## src/rtl/fft_pipe_ctrl_if.sv

```systemverilog
// Block handshake bundle between the FFT sequencer and its neighbours.
//
// Valid/ready semantics (both directions):
//   - A block transfers on a rising clock edge where valid and ready are both 1.
//   - The source holds valid (and its block) stable until it transfers, unless
//     the sequencer is flushed by its synchronous clear.
//   - The input side may drop din_valid between blocks (gaps are legal).
//   - din_ready is a combinational function of dout_valid, dout_ready and the
//     synchronous clear, so the upstream must not make din_valid depend on
//     din_ready combinationally.
interface fft_pipe_ctrl_if;
    logic din_valid;
    logic din_ready;
    logic dout_valid;
    logic dout_ready;
    logic dout_sof;
    logic dout_eof;

    // master: the environment that sources input blocks and sinks output blocks
    modport master (
        output din_valid,
        output dout_ready,
        input  din_ready,
        input  dout_valid,
        input  dout_sof,
        input  dout_eof
    );

    // slave: the sequencer itself
    modport slave (
        input  din_valid,
        input  dout_ready,
        output din_ready,
        output dout_valid,
        output dout_sof,
        output dout_eof
    );
endinterface

```

## src/rtl/fft_pipe_ctrl.sv

```systemverilog
// Sequencer for the parallel-radix FFT datapath.
// Tracks a valid bit and a block index per registered datapath stage, drives
// the per-stage register enables and the twiddle block select, freezes the
// whole chain when the output is backpressured and supports a synchronous
// flush that restarts frame numbering.
module fft_pipe_ctrl #(
    parameter int N_STAGE  = 6,
    parameter int N_BLK    = 4,
    parameter int TW_STAGE = 1,
    parameter int FCNT_W   = 16,
    localparam int BLK_W   = (N_BLK > 1) ? $clog2(N_BLK) : 1
) (
    input  logic                clk,
    input  logic                rst_n,
    input  logic                sync_clr_i,
    fft_pipe_ctrl_if.slave      bus,
    output logic [N_STAGE-1:0]  stage_en_o,
    output logic [BLK_W-1:0]    tw_blk_o,
    output logic [FCNT_W-1:0]   frame_cnt_o,
    output logic                abort_err_o
);

    localparam logic [BLK_W-1:0] LAST_BLK = BLK_W'(N_BLK - 1);

    // Per-stage tracking state: vld_q[k]/blk_q[k] describe the data held in
    // datapath stage k's output register.
    logic [N_STAGE-1:0] vld_q, vld_d;
    logic [BLK_W-1:0]   blk_q [N_STAGE];
    logic [BLK_W-1:0]   blk_d [N_STAGE];
    logic [BLK_W-1:0]   blk_cnt_q, blk_cnt_d;
    logic [FCNT_W-1:0]  frame_cnt_q, frame_cnt_d;
    logic               abort_err_q, abort_err_d;

    logic stall;
    logic accept;
    logic in_flight;

    // A valid block at the output that is not taken freezes every stage.
    // Bubbles inside the chain do not stall; they simply shift along.
    assign stall     = vld_q[N_STAGE-1] & ~bus.dout_ready;
    assign bus.din_ready = ~stall & ~sync_clr_i;
    // Gated with rst_n so that no stage enable pulses while reset is held.
    assign accept    = bus.din_valid & bus.din_ready & rst_n;
    // A clear that hits a partially received or partially drained frame.
    assign in_flight = (blk_cnt_q != '0) | (|vld_q);

    // Stage enables: a stage is clocked only when its input carries a block
    // and the chain is moving; the first stage is clocked by input accept.
    always_comb begin
        stage_en_o    = '0;
        stage_en_o[0] = accept;
        for (int k = 1; k < N_STAGE; k++) begin
            stage_en_o[k] = vld_q[k-1] & ~stall & ~sync_clr_i;
        end
    end

    // Next-state: flush on clear, shift on ~stall, hold otherwise.
    always_comb begin
        vld_d       = vld_q;
        blk_cnt_d   = blk_cnt_q;
        frame_cnt_d = frame_cnt_q;
        abort_err_d = abort_err_q;
        for (int k = 0; k < N_STAGE; k++) begin
            blk_d[k] = blk_q[k];
        end

        if (sync_clr_i) begin
            // Flush wins over stall: a held output block is dropped and the
            // frame counter does not see it.
            vld_d     = '0;
            blk_cnt_d = '0;
            if (in_flight) begin
                abort_err_d = 1'b1;
            end
        end else if (!stall) begin
            vld_d[0] = accept;
            blk_d[0] = blk_cnt_q;
            for (int k = 1; k < N_STAGE; k++) begin
                vld_d[k] = vld_q[k-1];
                blk_d[k] = blk_q[k-1];
            end
            if (accept) begin
                blk_cnt_d = (blk_cnt_q == LAST_BLK) ? '0 : blk_cnt_q + BLK_W'(1);
            end
            // An EOF block that leaves the chain completes one frame.
            if (bus.dout_eof & bus.dout_ready) begin
                frame_cnt_d = frame_cnt_q + FCNT_W'(1);
            end
        end
    end

    // State registers with asynchronous active-low reset.
    always_ff @(posedge clk or negedge rst_n) begin
        if (!rst_n) begin
            vld_q       <= '0;
            blk_cnt_q   <= '0;
            frame_cnt_q <= '0;
            abort_err_q <= 1'b0;
            for (int k = 0; k < N_STAGE; k++) begin
                blk_q[k] <= '0;
            end
        end else begin
            vld_q       <= vld_d;
            blk_cnt_q   <= blk_cnt_d;
            frame_cnt_q <= frame_cnt_d;
            abort_err_q <= abort_err_d;
            for (int k = 0; k < N_STAGE; k++) begin
                blk_q[k] <= blk_d[k];
            end
        end
    end

    // Output-side frame position flags come from the last stage's tag.
    assign bus.dout_valid = vld_q[N_STAGE-1];
    assign bus.dout_sof   = vld_q[N_STAGE-1] & (blk_q[N_STAGE-1] == '0);
    assign bus.dout_eof   = vld_q[N_STAGE-1] & (blk_q[N_STAGE-1] == LAST_BLK);

    // Twiddle select: block index presented at the input of stage TW_STAGE.
    generate
        if (TW_STAGE == 0) begin : g_tw_in
            assign tw_blk_o = blk_cnt_q;
        end else begin : g_tw_stage
            assign tw_blk_o = blk_q[TW_STAGE-1];
        end
    endgenerate

    assign frame_cnt_o = frame_cnt_q;
    assign abort_err_o = abort_err_q;

endmodule

```

## src/flat_wrapper.sv

```systemverilog
// flat-port wrapper written by rule: the top's interface ports become plain ports
module fft_pipe_ctrl_flat 
#(
    parameter int N_STAGE  = 6,
    parameter int N_BLK    = 4,
    parameter int TW_STAGE = 1,
    parameter int FCNT_W   = 16,
    localparam int BLK_W   = (N_BLK > 1) ? $clog2(N_BLK) : 1
)
  (clk, rst_n, sync_clr_i, stage_en_o, tw_blk_o, frame_cnt_o, abort_err_o, bus_din_valid, bus_dout_ready, bus_din_ready, bus_dout_valid, bus_dout_sof, bus_dout_eof);
  fft_pipe_ctrl_if bus_i ();
  input  logic clk;
  input  logic rst_n;
  input  logic sync_clr_i;
  output logic [N_STAGE-1:0] stage_en_o;
  output logic [BLK_W-1:0] tw_blk_o;
  output logic [FCNT_W-1:0] frame_cnt_o;
  output logic abort_err_o;
  input wire logic [$bits(bus_i.din_valid)-1:0] bus_din_valid;
  input wire logic [$bits(bus_i.dout_ready)-1:0] bus_dout_ready;
  output wire logic [$bits(bus_i.din_ready)-1:0] bus_din_ready;
  output wire logic [$bits(bus_i.dout_valid)-1:0] bus_dout_valid;
  output wire logic [$bits(bus_i.dout_sof)-1:0] bus_dout_sof;
  output wire logic [$bits(bus_i.dout_eof)-1:0] bus_dout_eof;
  assign bus_i.din_valid = bus_din_valid;
  assign bus_i.dout_ready = bus_dout_ready;
  assign bus_din_ready = bus_i.din_ready;
  assign bus_dout_valid = bus_i.dout_valid;
  assign bus_dout_sof = bus_i.dout_sof;
  assign bus_dout_eof = bus_i.dout_eof;
  fft_pipe_ctrl #(.N_STAGE(N_STAGE), .N_BLK(N_BLK), .TW_STAGE(TW_STAGE), .FCNT_W(FCNT_W)) u_core (.clk(clk), .rst_n(rst_n), .sync_clr_i(sync_clr_i), .bus(bus_i), .stage_en_o(stage_en_o), .tw_blk_o(tw_blk_o), .frame_cnt_o(frame_cnt_o), .abort_err_o(abort_err_o));
endmodule
```

## config.mk

```make
export PLATFORM = sky130hd
export DESIGN_NAME = fft_pipe_ctrl_flat
export DESIGN_NICKNAME = d
export VERILOG_FILES = /design/src/rtl/fft_pipe_ctrl_if.sv /design/src/rtl/fft_pipe_ctrl.sv /design/src/flat_wrapper.sv
export SDC_FILE = /design/constraint.sdc
export NUM_CORES = 1
export LEC_CHECK = 0
export ABC_AREA = 1
export BUFFER_PORTS_ARGS = -buffer_cell sky130_fd_sc_hd__buf_2
export CORE_MARGIN = 2
export CORE_UTILIZATION = 55
export CTS_CLUSTER_SIZE = 40
export DETAILED_ROUTE_END_ITERATION = 8
export GPL_TIMING_DRIVEN = 0
export PLACE_DENSITY = 0.91
export REMOVE_ABC_BUFFERS = 1
export SLEW_MARGIN = 20
export SYNTH_ARGS = -nofsm -noshare
export SYNTH_HDL_FRONTEND = slang
export SYNTH_SLANG_ARGS = --single-unit
```

## constraint.sdc

```tcl
create_clock -name clk -period 1.85 [get_ports clk]
set_clock_uncertainty 0.15 [all_clocks]
set_input_delay 0.37 -clock clk [delete_from_list [all_inputs] [get_ports clk]]
set_output_delay 0.37 -clock clk [all_outputs]
set_load 0.005 [all_outputs]
```

==> results.json <==
{
  "final_nets": 281,
  "antenna_found_initial": 0,
  "port_buffers": 33,
  "crit_path_end_kind": "output port",
  "r2r_setup_slack_ns": 0.28,
  "clockRootBuffer": "clkbuf_4",
  "crit_type": "reg -> out",
  "crit_fanout": 13,
  "drv_slew": 0,
  "hpwlAfterDp_um": 2518,
  "diodes": 0,
  "first_pass_iters": 4,
  "syn-cell-area_um2": 1859,
  "dieArea_um2": 3861,
  "critPathArrivalTime_ns": 1.25,
  "final_cell_mix": "nand2_1, dfrtp_1, buf_2",
  "final_util_pct": 67.31,
  "core_um2": 3284,
  "cts_sinks": 37,
  "drt_iter0_markers": 117,
  "ys_ff_latch": 37,
  "gp_congestion": 0.7933,
  "grt_first_pass_wirelength_um": 6568,
  "synth_cell_types": 24,
  "finalCriticalPeriod_ns": 1.767,
  "ios": 34,
  "power_frac_comb_pct": 7.7,
  "hold_viol": 0,
  "syn_inst": 235,
  "switching_share_pct": 24.87,
  "max_slew_margin_pct": 72.07,
  "track_usage_pct": 21.28,
  "vdd_drop_max_mv": 0.5350,
  "cts_tree": "built",
  "cp-startpoint": "u_core.vld_q[5]$_DFFE_PN0P_",
  "area.sequential_um2": 925.9,
  "ys_warn_count": 0,
  "ys_seq_area_share_pct": 49.80,
  "layout.cells.non_filler": 320,
  "syn_area_per_cell_um2": 7.912,
  "outcome": "complete, no violations",
  "multi_input_area_um2": 817.0,
  "start_kind": "flip-flop",
  "pwr_density_cell_nw_per_um2": 663.4,
  "crit_required_ns": 1.33,
  "layout_setup_ws_ns": 0.08325,
  "pre_cts_slack_ns": -0.2227,
  "routed_via_density": 4.938,
  "fin_crit_sh_pct": 95.50,
  "htreeDepth": 2,
  "hp-class": "in -> reg",
  "tightest_slew_ns": 0.4176,
  "clock_path_buffers": 2,
  "r2r-start": "u_core.frame_cnt_o[0]$_DFFE_PN0P_",
  "hold_ws_ns": 0.1024,
  "drc": 0,
  "p_leak_uw": 0.001238,
  "final_common_cell": "nand2_1",
  "clk_pin_slew_ns": 0.10,
  "report.final.setup_viol": 0,
  "rows": 21,
  "vias": 1580,
  "seqPwrFrac_pct": 59.0,
  "initial_core_util_pct": 56.61,
  "antenna_left": 0,
  "layout.filler_cells": 266,
  "p_clk_share_pct": 33.3,
  "clock.fmax_mhz": 566.0,
  "drv_cap": 0,
  "insertion_delay_ns": 0.35,
  "switchingPower_uw": 364.8,
  "total_power_uw": 1467,
  "wl_per_cell_um": 11.50,
  "grt_pass1_vias": 1512,
  "cts_buffers": 5,
  "p_int_uw": 1102,
  "finalWirelength_um": 3679,
  "area_growth_pct": 18.91,
  "grt_max_degree": 39,
  "chipWidth_um": 62.14,
  "drive_gt1_share_pct": 22.26,
  "die_y_um": 62.14,
  "place_inst": 307,
  "rsz0062_at_grt": "no",
  "grt-ovfl-total": 0,
  "hold_start": "sync_clr_i"
}
==> path summary, 6_finish.rpt <==
kind / endpoint / cells past startpoint
worst max-delay path: stage_en_o[0] / 4
worst min-delay path: u_core.vld_q[5]$_DFFE_PN0P_ / 2
worst max register to register: u_core.frame_cnt_o[14]$_DFFE_PN0P_ / 7
worst min register to register: u_core.blk_q[0]$_DFFE_PN0P_ / 2
max in group asynchronous: u_core.vld_q[3]$_DFFE_PN0P_ / 3
min in group asynchronous: u_core.frame_cnt_o[8]$_DFFE_PN0P_ / 3
==> sequential cells by signal, indices dropped and copies added, names as in the netlist <==
name                cells
u_core.tw_blk_o         2
u_core.abort_err_o      1
u_core.vld_q            6
u_core.blk_q           10
u_core.blk_cnt_q        2
u_core.frame_cnt_o     16
==> repair_timing <==
| action | in CTS | in global routing |
|---|---|---|
| setup buffers | 2 | 0 |
| pin swaps | 1 | 0 |
| gates resized for setup | 6 | 5 |
| setup endpoints to repair | 13 | 7 |
| endpoints found under the hold margin | 37 | 37 |
| gates cloned | 1 | 0 |
==> critical path, stage by stage, from the launching register on <==
cell     delay (ns)
dfrtp_1        0.42
nand2_4        0.12
nand2_8        0.10
nor2_4         0.14
buf_2          0.12
==> logic make-up after synthesis <==
kind of cell               after synthesis  share of synthesized area [%]
DFF                                     37                          49.80
xor gates and xnor gates                 3                          1.413
buffers and inverters                   39                          8.883
and+or+nand+nor                        139                          33.72
adders and majority gates                3                          2.019
AOI/OAI and AO/OA                       14                          4.172
==> area by class of cell <==
class / instances / share of cell area (%)
Sequential cell: 37 / 41.88
Multi-Input combinational cell: 160 / 36.96
Timing Repair Buffer: 37 / 9.791
Inverter: 32 / 5.603
Clock buffer: 7 / 2.943
Tap cell: 46 / 2.603
Clock inverter: 1 / 0.2264
==> synth_stat cells (all sizes together) <==
cell    instances  share of area (%)
nand2          92                 19
dfrtp          37                 50
inv            32                6.5
nor2           22                7.0
nand3          18                5.5
o21ai           8                2.2
buf             7                2.4
nor3            4                1.1
o22ai           4                1.3
ha              3                2.0
nand3b          2               0.81
xnor2           2               0.94
a21oi           1               0.27
nand4           1               0.34
o21bai          1               0.40
xor2            1               0.47
==> routing by layer <==
metal  wire length [um]  global-route usage [%]  part of all wire [%]  up-vias
met5                  0                       0                     0        -
met2               1797                   36.28                    49       30
met4                 76                   9.722                   2.1        0
li1                   -                       -                     -      801
met3                165                   5.797                   4.5        9
met1               1639                   25.15                    45      740
==> power groups by stage <==
| stage | sequential (uW) | clock (uW) | combinational [uW] |
|---|---|---|---|
| global route | 871 | 539 | 131 |
| floorplan | 875 | 0 | 52.5 |
| finish | 866 | 489 | 113 |
| detailed placement | 879 | 0 | 95.4 |
| CTS | 863 | 500 | 103 |
| global placement | 878 | 0 | 90.4 |
==> metrics by stage <==
stage               area, um^2  setup TNS, ns
floorplan                 1814              0
global placement          2037         -1.259
detailed placement        2037         -1.655
CTS                       2152              0
global route              2211              0
finish                    2211              0
(Power assumes the default switching activity.)
